<file path="src/rtl/norm_sqrt_unit.sv">
// Integer square root of the accumulated sum of squares, one root bit per clock.
// Produces floor(sqrt(radicand)) and the remainder radicand - root*root.
module norm_sqrt_unit #(
  parameter int unsigned word_size = 24,
  localparam int unsigned root_bits = word_size / 2
) (
  input  logic                 clk,
  input  logic                 rst,
  input  logic                 start,
  input  logic [word_size-1:0] radicand,
  output logic                 busy,
  output logic                 done,
  output logic [root_bits-1:0] root,
  output logic [root_bits:0]   rem
);

  localparam int unsigned RW   = root_bits + 2;
  localparam int unsigned CntW = $clog2(root_bits + 1);

  typedef enum logic [1:0] {
    IDLE = 2'd0,
    CALC = 2'd1,
    DONE = 2'd2
  } state_e;

  state_e               state_q;
  logic [word_size-1:0] sr_q, sr_d;
  logic [root_bits-1:0] q_q, q_d;
  logic [RW-1:0]        r_q, r_d;
  logic [RW-1:0]        r_shift, trial;
  logic [CntW-1:0]      cnt_q, cnt_d;
  logic                 ge;

  // One digit-by-digit iteration: bring down two radicand bits, try appending a 1.
  always_comb begin
    r_shift = (r_q << 2) | RW'(sr_q[word_size-1 -: 2]);
    trial   = {q_q, 2'b01};
    ge      = (r_shift >= trial);
    sr_d    = sr_q << 2;
    q_d     = (q_q << 1) | root_bits'(ge);
    r_d     = ge ? (r_shift - trial) : r_shift;
    cnt_d   = cnt_q - CntW'(1);
  end

  always_ff @(posedge clk) begin
    if (rst) begin
      state_q <= IDLE;
      sr_q    <= '0;
      q_q     <= '0;
      r_q     <= '0;
      cnt_q   <= '0;
      busy    <= 1'b0;
      done    <= 1'b0;
      root    <= '0;
      rem     <= '0;
    end else begin
      done <= 1'b0;
      case (state_q)
        // DONE accepts a new request just like IDLE so requests can run back to back.
        IDLE, DONE: begin
          if (start) begin
            sr_q    <= radicand;
            q_q     <= '0;
            r_q     <= '0;
            cnt_q   <= CntW'(root_bits);
            busy    <= 1'b1;
            state_q <= CALC;
          end else begin
            busy    <= 1'b0;
            state_q <= IDLE;
          end
        end
        CALC: begin
          sr_q  <= sr_d;
          q_q   <= q_d;
          r_q   <= r_d;
          cnt_q <= cnt_d;
          if (cnt_d == '0) begin
            state_q <= DONE;
            busy    <= 1'b0;
            done    <= 1'b1;
            root    <= q_d;
            rem     <= r_d[root_bits:0];
          end
        end
        default: begin
          busy    <= 1'b0;
          state_q <= IDLE;
        end
      endcase
    end
  end

endmodule
</file>
<file path="config.mk">
export PLATFORM = sky130hd
export DESIGN_NAME = norm_sqrt_unit
export DESIGN_NICKNAME = d
export VERILOG_FILES = /design/src/rtl/norm_sqrt_unit.sv
export SDC_FILE = /design/constraint.sdc
export NUM_CORES = 1
export LEC_CHECK = 0
export ABC_CLOCK_PERIOD_IN_PS = 2200
export CAP_MARGIN = 5
export CORE_MARGIN = 8
export CORE_UTILIZATION = 40
export CTS_CLUSTER_SIZE = 12
export DETAILED_ROUTE_END_ITERATION = 6
export SETUP_SLACK_MARGIN = 0.2
export SLEW_MARGIN = 40
export SYNTH_ARGS = -nofsm -noshare
export SYNTH_HDL_FRONTEND = slang
export SYNTH_SLANG_ARGS = --single-unit
</file>
<file path="constraint.sdc">
create_clock -name clk -period 2.2 [get_ports clk]
set_clock_uncertainty 0.1 [all_clocks]
set_input_delay 0.22 -clock clk [delete_from_list [all_inputs] [get_ports clk]]
set_output_delay 0.22 -clock clk [all_outputs]
set_load 0.02 [all_outputs]
</file>
After elaboration in Yosys (flattened, before gate mapping)

Cells that the tools add are included.

Equality and inequality tests: 4
Bitwise logic cells: 3
Multiplexer cells: 16
Add/sub/neg operators: 2
Reductions and logical operators: 7
Order comparisons: 1

Operator list:

| kind                                                                   | count |
|---|---|
| 12-bit one-hot mux with 2 select lines                                 | 2 |
| 24-bit one-hot mux with 2 select lines                                 | 1 |
| 12-bit two-way mux                                                     | 2 |
| 24-bit two-way mux                                                     | 1 |
| 14-bit greater-or-equal comparator                                     | 1 |
| 14-bit by 2-bit OR with 14-bit output                                  | 1 |
| 13-bit two-way mux                                                     | 1 |
| 13-bit subtractor                                                      | 1 |
| 12-bit by 1-bit OR with 12-bit output                                  | 1 |
| 4-bit one-hot mux with 2 select lines                                  | 1 |
| 4-bit zero test                                                        | 1 |
| 1-bit two-way mux                                                      | 4 |
| 4-bit two-way mux                                                      | 1 |
| 2-bit inequality test (second input constant)                          | 2 |
| 2-bit one-hot mux with 2 select lines                                  | 1 |
| 2-bit AND reduction                                                    | 2 |
| 2-bit OR reduction                                                     | 2 |
| 4-bit by 1-bit subtractor with 4-bit output (second input constant)    | 1 |
| 2-bit by 1-bit equality test with 1-bit output (second input constant) | 1 |
| 2-bit equality test (second input constant)                            | 1 |
| 2-bit zero test                                                        | 1 |
| 2-bit two-way mux                                                      | 1 |
| 1-bit one-hot mux with 2 select lines                                  | 1 |
| 2-bit nonzero test                                                     | 1 |
| 1-bit NOT                                                              | 1 |

Logic and storage cells: 42
Output and inout port bits: 27
Bits of input ports: 27
Flip-flop bits (word level): 81

Longest topological paths before layout

Depth in word-level cells: 4
Gate-level depth with buffers: 11
Mapped depth without buffers: 9

Least setup slack after synthesis

No wires, ideal clock.

Path type: reg-to-reg
Start: reg q_q[0]
End: reg r_q[1]
Setup slack: -223 ps
Period minus slack after synthesis: 2423 ps
Setup time: 117 ps
Arrival time: 2207 ps
Data required time: 1983 ps
Buffers on the path: 1
Cell stages (with the launch flop): 11
Path through: dfxtp_1 inv_1 ha_1 nor2b_4 o31a_1 o311a_1 a211o_1 buf_6 nor2_2 a21oi_2 a22o_1

Longest elaborated chain between the ends: 3

RTL lines:

| element                                | RTL line | RTL |
|---|---|---|
| start, declared                        | 28       | `logic [root_bits-1:0] q_q, q_d;` |
| start signal, assigned                 | 75       | `q_q <= q_d;` |
| 14-bit greater-or-equal comparator     | 38       | `ge = (r_shift >= trial);` |
| 13-bit two-way mux                     | 41       | `r_d = ge ? (r_shift - trial) : r_shift;` |
| 12-bit one-hot mux with 2 select lines | 58       | `case (state_q)` |
| end signal, assigned                   | 76       | `r_q <= r_d;` |
| end, declared                          | 29       | `logic [RW-1:0] r_q, r_d;` |

No other way between the ends.
A chain may end at the register's enable or synchronous reset.

Worst setup path after layout

Start: reg q_q[0]
End: reg rem[9]

Longest elaborated chain between the ends: 2
Elaborated cells on any way between the ends: 3
Those cells by class: add/sub (1); order compare (1); mux (1)

RTL lines:

| element                                                                        | RTL line | RTL |
|---|---|---|
| 13-bit subtractor / 14-bit greater-or-equal comparator (equally long branches) | 41, 38   |  |
| 13-bit two-way mux (*)                                                         | 41       |  |
| end signal, assigned                                                           | 83       | `rem <= r_d[root_bits:0];` |
| end, declared                                                                  | 14       | `output logic [root_bits:0] rem` |

Every way passes the cells marked *; elsewhere a longest branch is shown, timed or not.

==> impl_metrics.toml <==
[outcome]
outcome = "finished with violations"
failed_checks = "negative setup slack"

[logic_synthesis]
synth_area_leader_cell = "dfxtp_1"
synthMostInstantiatedCell = "dfxtp_1"
syn_inst = 442
synth_area_um2 = 3677
proportion_of_register_bits_with_asynchronous_set_or_reset_after_synthesis_pct = 0
ys_seq_area_share_pct = 44.10
syn_avg_cell_area_um2 = 8.320
postSynthRegisterBits = 81
synth_ff_type = "dfxtp_1"
synth_edf_count = 0
post_synth_main_area_contributors = "dfxtp_1 44%, nor2_1 6.7%, ha_1 5.4%"
synthDistinctLibCells = 49
synth_top_area_share_pct = 44.10
synthesis.nets = 485
synth.cells.most_frequent = "81 x dfxtp_1, 66 x nor2_1, 47 x nand2_1, 26 x a21oi_1, 25 x nor3_1"
synth.yosys.warnings = 0

[die]
io-pin-count = 54
die_width_um = 111.9
floorplan.die_area_um2 = 12520
core.rowCount = 35
core_region_area_um2 = 9065
floorplan.initialDensity_pct = 40.57
die_h_um = 111.9

[grt]
grtUsageTotal_pct = 15.90
vias_in_the_first_global_route = 3334
antenna_found_initial = 0
grt_max_degree = 38
overflow = 0
grt_first_pass_wirelength_um = 16350

[clock_tree]
clk_latency_ns = 0.35
htreeDepth = 3
clock_tree.root_cell = "clkbuf_8"
cts_hold_buffers = 0
tritoncts = "yes"
clk_path_buf_depth = 2
path_clk_slew_ns = 0.09
clock-sinks = 81
clock_buffer_count_from_cts = 9

[worst_setup_path]
critPathLaunchType = "flop"
cells_traversed_along_the_worst_timing_path = "inv_2 > ha_4 > nor2b_4 > o31a_1 > o311a_1 > a211o_4 > buf_8 > buf_6 > o211ai_1 > a21oi_1"
timing.critical_path.slowest_cell_delay_ns = 0.34
worstSetupEndpointType = "flop"
highest_delay_cell_along_the_critical_path = "dfxtp_2"
cp.required_ns = 2.32
worst-setup-path-type = "reg2reg"
timing.critical_path.arrival_ns = 2.49
crit_path_max_fanout = 5

[route]
drt_drc_violations_left = 0
detailroute.via_count = 3518
detail-route-antenna-nets = 0
wire_per_inst_um = 15.62
viasPerCell = 5.251
drt-pass1-iter-count = 5
drt-total-wl_um = 10460
drt_iter0_drc = 160

[timing]
final.period_utilization_pct = 107.5
achievable-frequency_mhz = 422.8
slew_headroom_pct = 63.42
grt_setup_unrepaired = "yes"
setup_viol_count_final = 27
final.setup.tns_ns = -3.091
fin_crit_ns = 2.365
setup_ws_ns = -0.1650
worst_slew_pin_slew_ns = 0.5476
finalHoldViolations = 0
final-max-slew-violation-count = 0

[flow_run]
timing.max_cap.violations = 0

[pwr]
total_leakage_power_nw = 2.116
worst_ir_drop_vdd_mv = 1.068
powerDensity_nw_per_um2 = 1621

[place]
post-dp-hpwl_um = 6896
count_of_input_and_output_buffers = 53
placed_cells_incl_taps = 639
placed_area_um2 = 4728
gpl.final_weighted_congestion = 0.8589

[finish]
diodes = 0
instances_no_fill = 670
post_route_utilization_pct = 60.04
fill_cells = 802
layout-drive-gt1-share_pct = 28.26
layout-area-overhead-vs-synth_pct = 48.01
finish.instance_area_um2 = 5443
num-nets-final = 598

[worst_hold_path]
hp-class = "in2reg"
==> cells by family (layout without fill, tap and decap cells) <==
family | Yosys count | in the layout | synth area share (%)
and+or+nand+nor | 166 | 166 | 20.04
AOI/OAI and AO/OA | 121 | 121 | 21.91
DFF | 81 | 81 | 44.10
buffers and inverters | 44 | 161 | 5.002
adders and majority gates | 16 | 16 | 5.444
xor gates and xnor gates | 9 | 9 | 2.143
muxes | 5 | 5 | 1.361
==> metal layers <==
layer / track usage, % / wire length (µm) / vias up
li1: - / - / 1779
met1: 19.95 / 4818 / 1664
met2: 26.37 / 5044 / 65
met3: 4.113 / 470 / 10
met4: 4.193 / 131 / 0
met5: 0 / 0 / -
==> layout by cell type, fill, tap and decap left out, drive strengths merged, types with 11 or more instances in the layout <==
| cell type | count |
|---|---|
| clkdlybuf4s50 | 52 |
| clkbuf | 12 |
| o21ai | 26 |
| ha | 16 |
| nor3 | 25 |
| nor2 | 67 |
| o22ai | 23 |
| a21oi | 27 |
| a22oi | 14 |
| buf | 75 |
| nand2 | 47 |
| inv | 17 |
| dfxtp | 81 |
| a211oi | 11 |
==> metrics by stage <==
step	power [mW]	hold WS (ns)	worst slack [ns]
after floorplan	4.334	0.2808	-0.1070
after global placement	5.448	0.3456	-0.1413
after detailed placement	5.532	0.3479	-0.2151
after CTS	7.919	0.1584	-0.1708
after global routing	9.299	0.1874	-0.2562
final	8.824	0.1769	-0.1650
==> what timing repair did <==
action | in CTS | in global routing
setup endpoints to repair | 38 | 39
setup buffers | 4 | 8
resized for setup | 28 | 49
gates cloned | 1 | 3
pin swaps | 9 | 9
==> critical path, delay by kind of cell (launching register included) <==
kind | cells | cell delay (ns)
buffers and inverters | 3 | 0.31
flip-flops | 1 | 0.34
adder cells (fa/ha/maj) | 1 | 0.23
AND/OR/NAND/NOR | 1 | 0.12
AO/OA/AOI/OAI | 5 | 1.13
==> final cells by class <==
cell class / count / area, µm² / share of cell area (%)
Tap cell: 111 / 138.9 / 2.552
Timing Repair Buffer: 130 / 1226 / 22.53
Multi-Input combinational cell: 317 / 2193 / 40.30
Sequential cell: 81 / 1633 / 30.00
Inverter: 16 / 60.06 / 1.103
Clock inverter: 6 / 67.56 / 1.241
Clock buffer: 9 / 123.9 / 2.276
==> power by group <==
group,internal [mW],switching [mW],total [mW],leakage [nW]
sequential,1.62,0.121,1.74,0.665
clock,0.522,0.557,1.08,0.0917
combinational,3.24,2.76,6.01,1.36
==> state kept, by name, summed over array words and instances, names as in the netlist <==
register  count
state_q       2
busy          1
q_q          12
done          1
root         12
cnt_q         4
r_q          12
sr_q         24
rem          13
==> final timing paths <==
kind	from	to	cells after the start	slack, ns
hold / removal	rst	q_q[11]	2	0.18
setup / recovery	q_q[0]	rem[9]	10	-0.16
setup reg to reg	q_q[0]	rem[9]	10	-0.16
hold reg to reg	root[10]	root[10]	2	0.36
Note: power is estimated with default switching activity, not from simulation.
==> RTL edit (same settings) <==
Set the parameter `word_size` to 48 (it was 24).
--- a/src/rtl/norm_sqrt_unit.sv
+++ b/src/rtl/norm_sqrt_unit.sv
@@ -2,5 +2,5 @@
 // Produces floor(sqrt(radicand)) and the remainder radicand - root*root.
 module norm_sqrt_unit #(
-  parameter int unsigned word_size = 24,
+  parameter int unsigned word_size = 48,
   localparam int unsigned root_bits = word_size / 2
 ) (
Interface: changed (resized radicand, rem and root); port bits go from 54 to 102. No check against the original RTL was run, so the function may have changed too.
==> RTL edit against the unedited design <==
  * The flow still finishes with violations (setup timing)
  * Routed wire length up 110%
  * Sequential cell count up 73
  * Cell area up 96%
  * Synthesized area up 92%
  * Power up 59%
  * Worst setup slack worse by 0.26 ns
  * Sequential share of layout area down 0.99 points
  * Critical path type unchanged
  * Critical endpoint is now rem[17]
  * Largest cell class unchanged
==> RTL edit: results (changes against the unedited design) <==
GRT
  – Pin count of the biggest net entering global routing: 125 (+230%)
  – Global routing usage on met1: 0.229 (+0.0299)
  – Number of global-route vias before repair: 6,943 (+110%)
  – Overall Global Routing Usage: 0.194 (+0.0349)
  – GR Util met2: 0.328 (+0.0647)

Worst hold path
  – Cells on Worst Hold Path: 4 (+2)

Critical path
  – R2R Setup Slk: -0.42 ns (-0.26 ns)
  – Setup crit end: rem[17]

Synth
  – Most common library cells after synthesis: 154 x sky130_fd_sc_hd__dfxtp_1, 117 x sky130_fd_sc_hd__nor2_1, 94 x sky130_fd_sc_hd__nand2_1
  – Share of synthesized cell area in full adder, half adder and majority cells: 0.0497 (-0.00472)
  – XOR/XNOR share of the synthesized area: 0.0273 (+0.00591)
  – Portion of netlist area occupied by mux cells: 0.0300 (+0.0164)
  – Compound-Gate Fraction of Synth Area: 0.212 (-0.00694)
  – Distinct cell type count after synthesis: 53 (+8.2%)
  – Top area cells in the synthesized netlist: sky130_fd_sc_hd__dfxtp_1 44%, sky130_fd_sc_hd__nor2_1 6.2%, sky130_fd_sc_hd__nand2_1 5.0%, sky130_fd_sc_hd__ha_1 5.0%, sky130_fd_sc_hd__o22ai_1 4.2%

STA
  – Final number of setup-violating endpoints: 51 (+89%)
  – Total Neg Setup Slack: -18.31 ns (-15.22 ns)
  – Setup slack after layout: -0.423 ns (-0.258 ns)

Routing
  – First DRT Iteration DRCs: 381 (+140%)
  – Met3 Routed Length: 1.23 mm (+160%)
  – Avg Vias per Cell: 5.26 (+0.12%)
  – Met1 WL: 9.27 mm (+92%)
  – Average wire per cell in the routed design: 16.5 um (+5.5%)

Place
  – Count of input and output buffers: 101 (+91%)
  – Global placer's final weighted congestion: 0.878 (+2.2%)
  – Dpl hpwl: 14.6 mm (+110%)

Clock tree
  – Cts bufs inserted: 17 (+8)
  – Clock Root Buffer: sky130_fd_sc_hd__clkbuf_16
  – Clock slew at reported path FFs: 0.07 ns (-0.02 ns)
  – Number of resized instances in the post-cts repair step: 56 (+100%)
  – Number of setup buffers added after CTS: 5 (+1)
  – H-tree depth: 4 (+1)

Layout
  – Share of post-route cells with drive strength above 1: 0.268 (-0.0148)
  – Registers with the most flip-flops: sr_q x48, rem x25
  – Filler Cell Count: 1,511 (+88%)
  – Total number of nets in the final design: 1,160 (+94%)

Power and ir drop
  – Leakage: 4.16 nW (+97%)
  – Sequential group share of total power: 0.224 (+0.027)
  – Peak supply drop: 0.797 mV (-25%)
  – Power Total: 14.0 mW (+59%)

Status
  – Failing checks: setup timing
  – Status: finished with violations
## RTL edit: through the flow
step	util	std cells	setup slack, ns	hold slack, ns
after floorplan	-	858	-0.292	0.281
after global placement	0.544	1271	-0.493	0.344
after detailed placement	0.544	1271	-0.468	0.347
after CTS	0.601	1311	-0.381	0.153
after global routing	0.620	1319	-0.507	0.195
final	0.620	1319	-0.423	0.193
## RTL edit: cell families (layout without fill, tap and decap cells)
logic type / count (synthesis) / after routing
simple gates: 304 / 304
compound gates: 234 / 234
flops: 154 / 154
buf+inv: 95 / 331
fa+ha+maj: 28 / 28
xor+xnor: 22 / 22
mux: 21 / 21
## RTL edit: layout make-up
class                      instances  area, sq um  share of cell area
tap                              225          282              0.0263
multi-input combinational        609         4160               0.389
clock inverter                    15          165              0.0155
sequential                       154         3100               0.290
clock buffer                      17          425              0.0398
timing repair buffer             262         2420               0.226
inverter                          37          139              0.0130
